**src/rtl/vreg_free_list.sv**
```systemverilog
`default_nettype none
// ============================================================================
// Module   : vreg_free_list
// Brief    : FIFO free list of vector physical registers with is_free bitmap.
// Revision : 1.0 - initial release
// ============================================================================
module vreg_free_list #(
   parameter int PREG_COUNT = 16,
   parameter int RESERVED   = 8
) (
   input  logic                          clk,
   input  logic                          rst_n,
   input  logic                          reconfigure,
   input  logic                          alloc_req,
   output logic                          alloc_valid,
   output logic [$clog2(PREG_COUNT)-1:0] alloc_preg,
   input  logic                          release_en,
   input  logic [$clog2(PREG_COUNT)-1:0] release_preg,
   output logic [$clog2(PREG_COUNT):0]   free_count,
   output logic                          empty,
   output logic                          full,
   output logic                          release_err
);

   localparam int c_W  = $clog2(PREG_COUNT);
   localparam int c_CW = c_W + 1;
   localparam logic [c_CW-1:0] c_FULL_COUNT = c_CW'(PREG_COUNT);
   localparam logic [c_CW-1:0] c_INIT_COUNT = c_CW'(PREG_COUNT - RESERVED);
   localparam logic [c_W-1:0]  c_INIT_TAIL  = c_W'(PREG_COUNT - RESERVED);

   logic [c_W-1:0]        r_fifo [PREG_COUNT];
   logic [c_W-1:0]        r_head;
   logic [c_W-1:0]        r_tail;
   logic [c_CW-1:0]       r_count;
   logic [PREG_COUNT-1:0] r_is_free;
   logic                  r_release_err;

   logic [c_W-1:0]        w_init_fifo [PREG_COUNT];
   logic [PREG_COUNT-1:0] w_init_free;
   logic [PREG_COUNT-1:0] w_next_free;
   logic                  w_alloc;
   logic                  w_rel_ok;
   logic                  w_rel_bad;

   // Reset image: non-reserved registers queued in ascending order.
   for (genvar i = 0; i < PREG_COUNT; i++) begin : g_init
      assign w_init_fifo[i] = (i < PREG_COUNT - RESERVED) ? c_W'(i + RESERVED) : '0;
      assign w_init_free[i] = (i >= RESERVED);
   end

   assign alloc_valid = (r_count != '0);
   assign alloc_preg  = r_fifo[r_head];
   assign free_count  = r_count;
   assign empty       = (r_count == '0);
   assign full        = (r_count == c_FULL_COUNT);
   assign release_err = r_release_err;

   assign w_alloc   = alloc_req & alloc_valid;
   assign w_rel_ok  = release_en & ~r_is_free[release_preg] & ~full;
   assign w_rel_bad = release_en & ~w_rel_ok;

   // The granted and released registers never coincide: a granted one is free,
   // so releasing it is illegal.
   always_comb begin
      w_next_free = r_is_free;
      if (w_alloc)
         w_next_free[alloc_preg] = 1'b0;
      if (w_rel_ok)
         w_next_free[release_preg] = 1'b1;
   end

   always_ff @(posedge clk or negedge rst_n) begin
      if (!rst_n) begin
         r_fifo        <= w_init_fifo;
         r_head        <= '0;
         r_tail        <= c_INIT_TAIL;
         r_count       <= c_INIT_COUNT;
         r_is_free     <= w_init_free;
         r_release_err <= 1'b0;
      end else if (reconfigure) begin
         r_fifo        <= w_init_fifo;
         r_head        <= '0;
         r_tail        <= c_INIT_TAIL;
         r_count       <= c_INIT_COUNT;
         r_is_free     <= w_init_free;
         r_release_err <= 1'b0;
      end else begin
         if (w_alloc)
            r_head <= r_head + c_W'(1);
         if (w_rel_ok) begin
            r_fifo[r_tail] <= release_preg;
            r_tail         <= r_tail + c_W'(1);
         end
         r_is_free     <= w_next_free;
         r_count       <= r_count + c_CW'(w_rel_ok) - c_CW'(w_alloc);
         r_release_err <= w_rel_bad;
      end
   end

endmodule
`default_nettype wire

```
**config.mk**
```make
export PLATFORM = sky130hd
export DESIGN_NAME = vreg_free_list
export DESIGN_NICKNAME = d
export VERILOG_FILES = /design/src/rtl/vreg_free_list.sv
export SDC_FILE = /design/constraint.sdc
export NUM_CORES = 1
export LEC_CHECK = 0
export BUFFER_PORTS_ARGS = -buffer_cell sky130_fd_sc_hd__buf_4
export CORE_MARGIN = 5
export CORE_UTILIZATION = 25
export DETAILED_ROUTE_END_ITERATION = 8
export PLACE_DENSITY = 0.45
export SLEW_MARGIN = 0
export SYNTH_ARGS = -nofsm -noshare
export SYNTH_HDL_FRONTEND = slang
export SYNTH_SLANG_ARGS = --single-unit
```
**constraint.sdc**
```tcl
create_clock -name clk -period 5.1 [get_ports clk]
set_input_delay 1.02 -clock clk [delete_from_list [all_inputs] [get_ports clk]]
set_output_delay 1.02 -clock clk [all_outputs]
set_load 0.01 [all_outputs]
```
== After elaboration in Yosys (flattened, before gate mapping) ==
Cells that the tools add are included.
Operators by class
  magnitude comparators: 7
  add/subtract/negate cells: 4
  equal/unequal tests: 1
  mux-type cells: 23
  reductions and logical operators: 7
  bitwise operators: 12
Operators by type and width (count)
  $mux W64: 2
  $bwmux W64: 1
  $mux W16: 3
  $mux W4: 7
  $and A16 B16 Y16: 1
  $bmux W4 S4: 1
  $demux W4 S4: 1
  $not A16 Y16: 1
  $or A16 B16 Y16: 1
  $ge A5 B5 Y1 const B: 2
  $lt A4 B5 Y1 const B: 2
  $not A4 Y5: 2
  $add A4 B1 Y4 const B: 2
  $demux W1 S4: 2
  $ge A4 B1 Y1 const B: 2
  $add A5 B1 Y5: 1
  $eq A5 B5 Y1 const B: 1
  $logic_not A5 Y1: 1
  $lt A5 B1 Y1 const B: 1
  $mux W5: 1
  $reduce_bool A5 Y1: 1
  $sub A5 B1 Y5: 1
  $and A1 B1 Y1: 4
  $bmux W1 S4: 1
  other kinds (4): 12
Storage, ports and cells
  register bits: 94
  word-level logic and storage cells: 75

== Logic depth before layout (Yosys ltp) ==
Gate-level depths: netlist of the first run.
  depth after elaboration: 14
  gate-level depth with buffers: 17

== Worst setup path after synthesis of the first run ==
Ideal clock, no wire load.
  path kind: in2reg
  start point: input release_preg[0]
  end point: register r_count[4], in the netlist free_count[4]
  required time: 5.022 ns
  buffers on the path: 3
  data arrival time: 3.977 ns
  stages on the path: 16
  slack: 1.045 ns
  cells stage by stage: buf_2 > mux4_2 > mux2_2 > o22a_1 > buf_4 > clkbuf_1 > ha_1 > inv_1 > ha_1 > inv_1 > fa_1 > inv_1 > a21oi_1 > nor2_1 > or3_1 > a21oi_1
Between the ends
  cells in the longest elaborated chain, start to end: 8
RTL lines
  from (decl): RTL line 18  | input logic [$clog2(PREG_COUNT)-1:0] release_preg,
  $bmux W1 S4: RTL line 59  | assign w_rel_ok = release_en & ~r_is_free[release_preg] & ~full;
  $mux W1 (not written as such): RTL line 59
  $not A1 Y1: RTL line 59
  $and A1 B1 Y1 (2 in a row): RTL line 59
  $add A5 B1 Y5: RTL line 95  | r_count <= r_count + c_CW'(w_rel_ok) - c_CW'(w_alloc);
  $sub A5 B1 Y5: RTL line 95
  $mux W5: RTL line 80  | end else if (reconfigure) begin
  to (signal assigned): RTL line 77  | r_count <= c_INIT_COUNT;
  to (signal assigned): RTL line 84  | r_count <= c_INIT_COUNT;
  to (signal assigned): RTL line 95
  to (decl): RTL line 34  | logic [c_CW-1:0] r_count;
Every way passes these cells. The select of a mux whose other input is x is not followed.
A chain may end at the register's enable or synchronous reset.

== Worst setup path after layout of the first run ==
  start point: register r_head[0]
  end point: output alloc_preg[3]
Between the ends
  cells in the longest elaborated chain, start to end: 4
RTL lines
  from (decl): RTL line 32  | logic [c_W-1:0] r_head;
  from (signal assigned): RTL line 89  | r_head <= r_head + c_W'(1);
  $not A4 Y5 (not written as such): RTL line 52  | assign alloc_preg = r_fifo[r_head];
  $bmux W4 S4: RTL line 52
  $mux W4 (not written as such) (2 in a row): RTL line 52
  to (decl): RTL line 16  | output logic [$clog2(PREG_COUNT)-1:0] alloc_preg,
Every way passes these cells. The select of a mux whose other input is x is not followed.

==> metrics.csv, run 1 <==
metric;value;unit
Synth top area share;31.9;%
Ant. Diodes;0;
R2R cell count;15;
Die Ht;152;µm
slew of the pin with the lowest slew margin;0.918;ns
Hold WC Path Type;register to register;
P per Cell Area;344;nW/µm²
Post-CTS Setup Repair Bufs;0;
dpl hpwl;9.28;mm
Register Area;2390;µm²
Leak;2.16;nW
final hold viol count;0;
r2r startpoint;free_count[2];
Post-route DRC;0;
GRT Total Usage;12.6;%
Sink Count;94;
crit path cell chain;buf_4 > buf_4 > mux4_2 > a221oi_2 > inv_1 > buf_4;
clock latency on the worst-skew pair;0.35;ns
Die ar.;23000;µm²
Reg2Reg Setup Slack;1.61;ns
largest net degree at the start of global routing;70;
setup_tns;0;ns
critical path arrival;2.85;ns
cell type with the highest aggregate area in the netlist;dfrtp_1;
Max IR drop VDD;163;µV
post-layout minimum cycle time;3.87;ns
hold path start;r_is_free[13];
Final period util;75.9;%
Die X-Extent;152;µm
critical path required time;4.08;ns
slowest CP cell;dfrtp_1;
DR WL/cell;17.3;µm
critical path launch point type;register;
RR Endpoint;free_count[4];
hold path cells;2;
overall via count from detail_route;3894;
status;finished, final reports clean;
Finished Cell Area;5700;µm²
Slew HR;38.8;%
Post-synth EDFFs;0;
clock root buffer;clkbuf_16;
final setup vio count;0;
largest cells by area after synthesis;dfrtp_1 32%, dfstp_2 16%, mux4_2 8.1%;
Resized cells post-CTS;0;
Post-Syn Area;5010;µm²
Yosys cell types;48;
number of global-route vias before repair;3899;
Core Box Area;19600;µm²
share of cells above drive strength 1;20.7;%
final net count;542;
drt pass-1 iters;5;
I/O pins;22;
crit path max fanout;11;
Slew Limit Fails;0;
initial antenna violation count;0;
CTS tree;yes;
Post-Route WL;13.7;mm
total power;1.96;mW
cts bufs inserted;9;
placed cells;775;
row count;51;
Hold Path Sink;r_is_free[13];
DP Worst Slack;1.11;ns
DR vias/cell;4.92;
Worst path max stage delay;0.78;ns
Max-Cap Viols;0;
WHS;0.479;ns
register area share after synthesis;47.7;%
clock transition at the registers of the reported paths;0.07;ns
CTS Buffer Depth;2;
area of the multi-input gates;2420;µm²
fmax;0.258;GHz
DRT antenna net count;0;
hold buffers post-CTS;0;
GPL Wtd Cong;0.770;
Placed Instance Area;5390;µm²
first-pass GRT wire length;22.3;mm
critical path class;register to output pin;
ys async rst share;100;%
dominant synthesized flop cell;dfrtp_1;
synthesized flop and latch total;94;
RSZ-0062 raised after global routing;no;
Util after Layout;29.1;%
htree depth;3;
Clock Skew;0.00757;ns
non-filler cells, final;791;
CP Capture Type;output pin;
syn avg cell area;9.72;µm²
area added between synthesis and finish;13.8;%
synth warn;0;
gr ovfl total;0;
Final WS setup;1.23;ns
DRT iter0 DRCs;329;
initial core utilization;25.6;%
cells after synthesis;516;
syn nets;537;
crit-path most repeated cell;buf_4;
filler cell count;2056;
IO buf count;21;
==> power breakdown <==
| group | total [mW] | internal [mW] | switching [mW] |
|---|---|---|---|
| sequential | 0.837 | 0.785 | 0.0524 |
| combinational | 0.427 | 0.179 | 0.248 |
| clock | 0.700 | 0.383 | 0.318 |
==> cells by family after synthesis <==
family / synth area share [%]
AOI/OAI and AO/OA: 16.9
adders and majority gates: 3.14
xor gates and xnor gates: 1.40
buffers and inverters: 4.17
muxes: 9.53
and+or+nand+nor: 17.1
DFF: 47.7
==> cell type report <==
class	count	area share, %
Inverter	16	1.05
Timing Repair Buffer	26	3.42
Sequential cell	94	41.9
Multi-Input combinational cell	374	42.4
Clock inverter	5	0.812
Tap cell	265	5.81
Clock buffer	11	4.63
==> registers in the layout (all words and copies together) (netlist names) <==
signal	cells
r_fifo	64
r_tail	4
r_is_free	16
release_err	1
free_count	5
r_head	4
==> Yosys cell counts (2+ instances only) <==
cell and number:
o21ai_1 3, dfrtp_1 64, nand3_1 8, nor2b_1 13, nand4_1 3, nand3b_1 2, xnor2_1 6, xor2_1 2
a21oi_1 77, buf_4 3, buf_6 2, mux2_2 2, nand2_1 76, nand2b_1 2, a22oi_1 4, inv_1 15
nor2_2 2, o21ai_0 63, nor2_4 9, mux2i_1 5, dfstp_2 30, mux4_2 18, a211o_1 2, nor2_1 22
a31oi_1 2, nor3b_1 2, nor3_1 22, a221oi_1 2, buf_2 2, ha_1 11, clkbuf_1 25
==> per-layer routing <==
layer	wire length (µm)	GRT usage [%]	share of wire [%]
met1	6480	17.6	47
met2	6460	19.9	47
met3	581	2.94	4.2
met4	159	3.14	1.2
met5	0	0	0
==> placed cells by master, fill, tap and decap left out, types with 2 or more instances in the layout <==
| master | Yosys | routed |
|---|---|---|
| clkinv_4 | 0 | 2 |
| nor3_1 | 22 | 22 |
| nor2_1 | 22 | 22 |
| dfrtp_1 | 64 | 64 |
| a221oi_1 | 2 | 2 |
| nand3_1 | 8 | 8 |
| dfstp_2 | 30 | 30 |
| xnor2_1 | 6 | 6 |
| o21ai_0 | 63 | 63 |
| nand3b_1 | 2 | 2 |
| nand2b_1 | 2 | 2 |
| nor2b_1 | 13 | 13 |
| a22oi_1 | 4 | 4 |
| xor2_1 | 2 | 2 |
| o21ai_1 | 3 | 3 |
| a211o_1 | 2 | 2 |
| buf_4 | 3 | 26 |
| nor3b_1 | 2 | 2 |
| clkbuf_16 | 0 | 10 |
| nor2_2 | 2 | 2 |
| mux2_2 | 2 | 2 |
| ha_1 | 11 | 11 |
| nand2_1 | 76 | 76 |
| nor2_4 | 9 | 9 |
| a31oi_1 | 2 | 2 |
| inv_1 | 15 | 15 |
| mux2i_1 | 5 | 5 |
| a21oi_1 | 77 | 77 |
| inv_6 | 0 | 2 |
| mux4_2 | 18 | 18 |
| nand4_1 | 3 | 3 |
==> worst max-delay path by stage <==
stage / slack, ns / end / start
2_1_floorplan: 1.04 / free_count[4] / release_preg[0]
6_report: 1.23 / alloc_preg[3] / r_head[0]
3_5_place_dp: 1.11 / free_count[4] / release_preg[0]
5_1_grt: 0.99 / alloc_preg[3] / r_head[0]
4_1_cts: 1.16 / alloc_preg[3] / r_head[0]
3_3_place_gp: 1.14 / free_count[4] / release_preg[0]
==> worst max-delay path, delay by kind of cell, from the launching register on <==
kind                   cells  cell delay [ns]
AOI/OAI and AO/OA          1             0.33
DFF                        1             0.78
buffers and inverters      4             0.83
muxes                      1             0.55
Note: power is estimated with default switching activity, not from simulation.
==> run 2, diff against run 1 <==
Settings changed: ABC_AREA set to 1, PLACE_DENSITY 0.45 to 0.46.
Clock period 5.1 ns to 3.4 ns, I/O delays scaled along.
==> metrics.csv, run 2 <==
metric;value;unit
Die Ht;155;µm
RSZ-0062 raised after global routing;no;
register area share after synthesis;45.6;%
fmax;0.351;GHz
Max-Cap Viols;0;
status;finished, final reports clean;
cts bufs inserted;9;
final net count;764;
row count;53;
IO buf count;21;
overall via count from detail_route;4609;
Slew Limit Fails;0;
commonest non-fill, non-tap cell in the layout;nand2_1;
initial core utilization;25.1;%
synthesized flop and latch total;94;
Yosys cell types;30;
DRT iter0 DRCs;318;
I/O pins;22;
Post-Syn Area;5240;µm²
Final WS setup;0.554;ns
slew of the pin with the lowest slew margin;0.966;ns
critical path launch point type;register;
Ant. Diodes;0;
Max IR drop VDD;224;µV
P per Cell Area;543;nW/µm²
synth cell count leaders;191 x nand2_1, 104 x inv_1, 94 x nor2_1, 80 x nand3_1, 68 x o21ai_0;
critical path arrival;2.17;ns
critical path required time;2.72;ns
Reg2Reg Setup Slack;0.69;ns
DRT antenna net count;0;
share of cells above drive strength 1;11.6;%
crit path max fanout;20;
Final period util;83.7;%
Post-Route WL;15.3;mm
Synth top area share;30.6;%
Leak;2.88;nW
area added between synthesis and finish;14.6;%
hold buffers post-CTS;0;
Core Box Area;20800;µm²
Slew HR;35.6;%
crit path launch;r_head[0];
hold path start;r_is_free[8];
GPL Wtd Cong;0.860;
Post-CTS Setup Repair Bufs;0;
CTS tree;yes;
critical path class;register to output pin;
R2R cell count;15;
Largest register FFs;64;
RR Endpoint;free_count[4];
final hold viol count;0;
DR vias/cell;4.51;
clock transition at the registers of the reported paths;0.06;ns
dominant synthesized flop cell;dfrtp_1;
most frequent cell after synthesis;nand2_1;
cells after synthesis;722;
drt pass-1 iters;5;
Hold Path Sink;r_is_free[8];
commonest non-fill, non-tap cells in the layout;191 x nand2_1, 104 x inv_1, 94 x nor2_1;
final setup vio count;0;
dpl hpwl;10.6;mm
CP Capture Type;output pin;
Die ar.;23900;µm²
gr ovfl total;0;
Hold WC Path Type;register to register;
clock latency on the worst-skew pair;0.35;ns
Resized cells post-CTS;0;
number of global-route vias before repair;4627;
hold path cells;2;
Sink Count;94;
Post-route DRC;0;
post-layout minimum cycle time;2.85;ns
first-pass GRT wire length;25.3;mm
setup_tns;0;ns
Die X-Extent;155;µm
syn avg cell area;7.25;µm²
largest cells by area after synthesis;dfrtp_1 31%, dfstp_2 15%, nand2_1 14%;
CTS Buffer Depth;2;
synth warn;0;
largest reg by FF count;r_fifo;
DR WL/cell;15.0;µm
clock root buffer;clkbuf_16;
htree depth;3;
cell type with the highest aggregate area in the netlist;dfrtp_1;
DP Worst Slack;0.311;ns
syn nets;743;
ys async rst share;100;%
GRT Total Usage;13.3;%
Clock Skew;0.00703;ns
Post-synth EDFFs;0;
r2r startpoint;free_count[3];
largest net degree at the start of global routing;71;
initial antenna violation count;0;
run 2: worst max-delay path, stage by stage (launching register included):
cell and delay, ns:
dfrtp_1 0.38, inv_1 0.25, buf_4 0.33, nand2_1 0.08, nand2_1 0.06, nand2_1 0.05, nand3_1 0.17, nand3_1 0.16
nand2_1 0.17, buf_4 0.15
run 2: stage by stage:
step	instances	area, µm²	util, %	hold WS (ns)	total power, mW
2_1_floorplan	722	5240	-	0.384	1.92
3_3_place_gp	1007	5720	27.5	0.473	2.28
3_5_place_dp	1007	5720	27.5	0.476	2.28
4_1_cts	1022	6000	28.8	0.486	3.31
5_1_grt	1022	6000	28.8	0.503	3.49
6_report	1022	6000	28.8	0.480	3.26
run 2: per-layer routing:
metal,GRT usage (%),vias up,share of wire (%)
met5,0,-,0
met4,4.46,0,2.2
met3,2.07,20,3.8
met2,21.0,94,46
met1,18.7,2190,48
li1,-,2305,-
run 2: report_power, final:
group	internal [mW]	total, mW	switching, mW	leakage, nW
Combinational	0.323	0.958	0.635	1.54
Sequential	1.22	1.29	0.0640	1.20
Clock	0.588	1.02	0.429	0.137
Total	2.13	3.26	1.13	2.88
run 2: worst max path at each step:
| stage | end | slack, ns | depth (start not counted) |
|---|---|---|---|
| floorplan | free_count[4] | 0.66 | 15 |
| global placement | free_count[4] | 0.37 | 17 |
| detailed placement | free_count[4] | 0.31 | 15 |
| CTS | alloc_preg[3] | 0.53 | 9 |
| global route | alloc_preg[1] | 0.38 | 6 |
| finish | alloc_preg[3] | 0.55 | 9 |
run 2: kinds of logic after synthesis:
logic type,Yosys count,synth area share [%]
flip-flops,94,45.6
AO/OA/AOI/OAI,92,9.37
buffers and inverters,130,9.82
adder cells (fa/ha/maj),12,3.01
AND/OR/NAND/NOR,389,31.3
XOR/XNOR,5,0.836
run 2: area by class of cell:
class / instances / area [µm²]
fillers: 2339 / 14800
inverters: 106 / 398
well taps: 275 / 344
multi-input cells: 498 / 2330
flip-flops and latches: 94 / 2390
repair buffers: 34 / 255
clock inverters: 1 / 30.0
clock buffers: 14 / 254
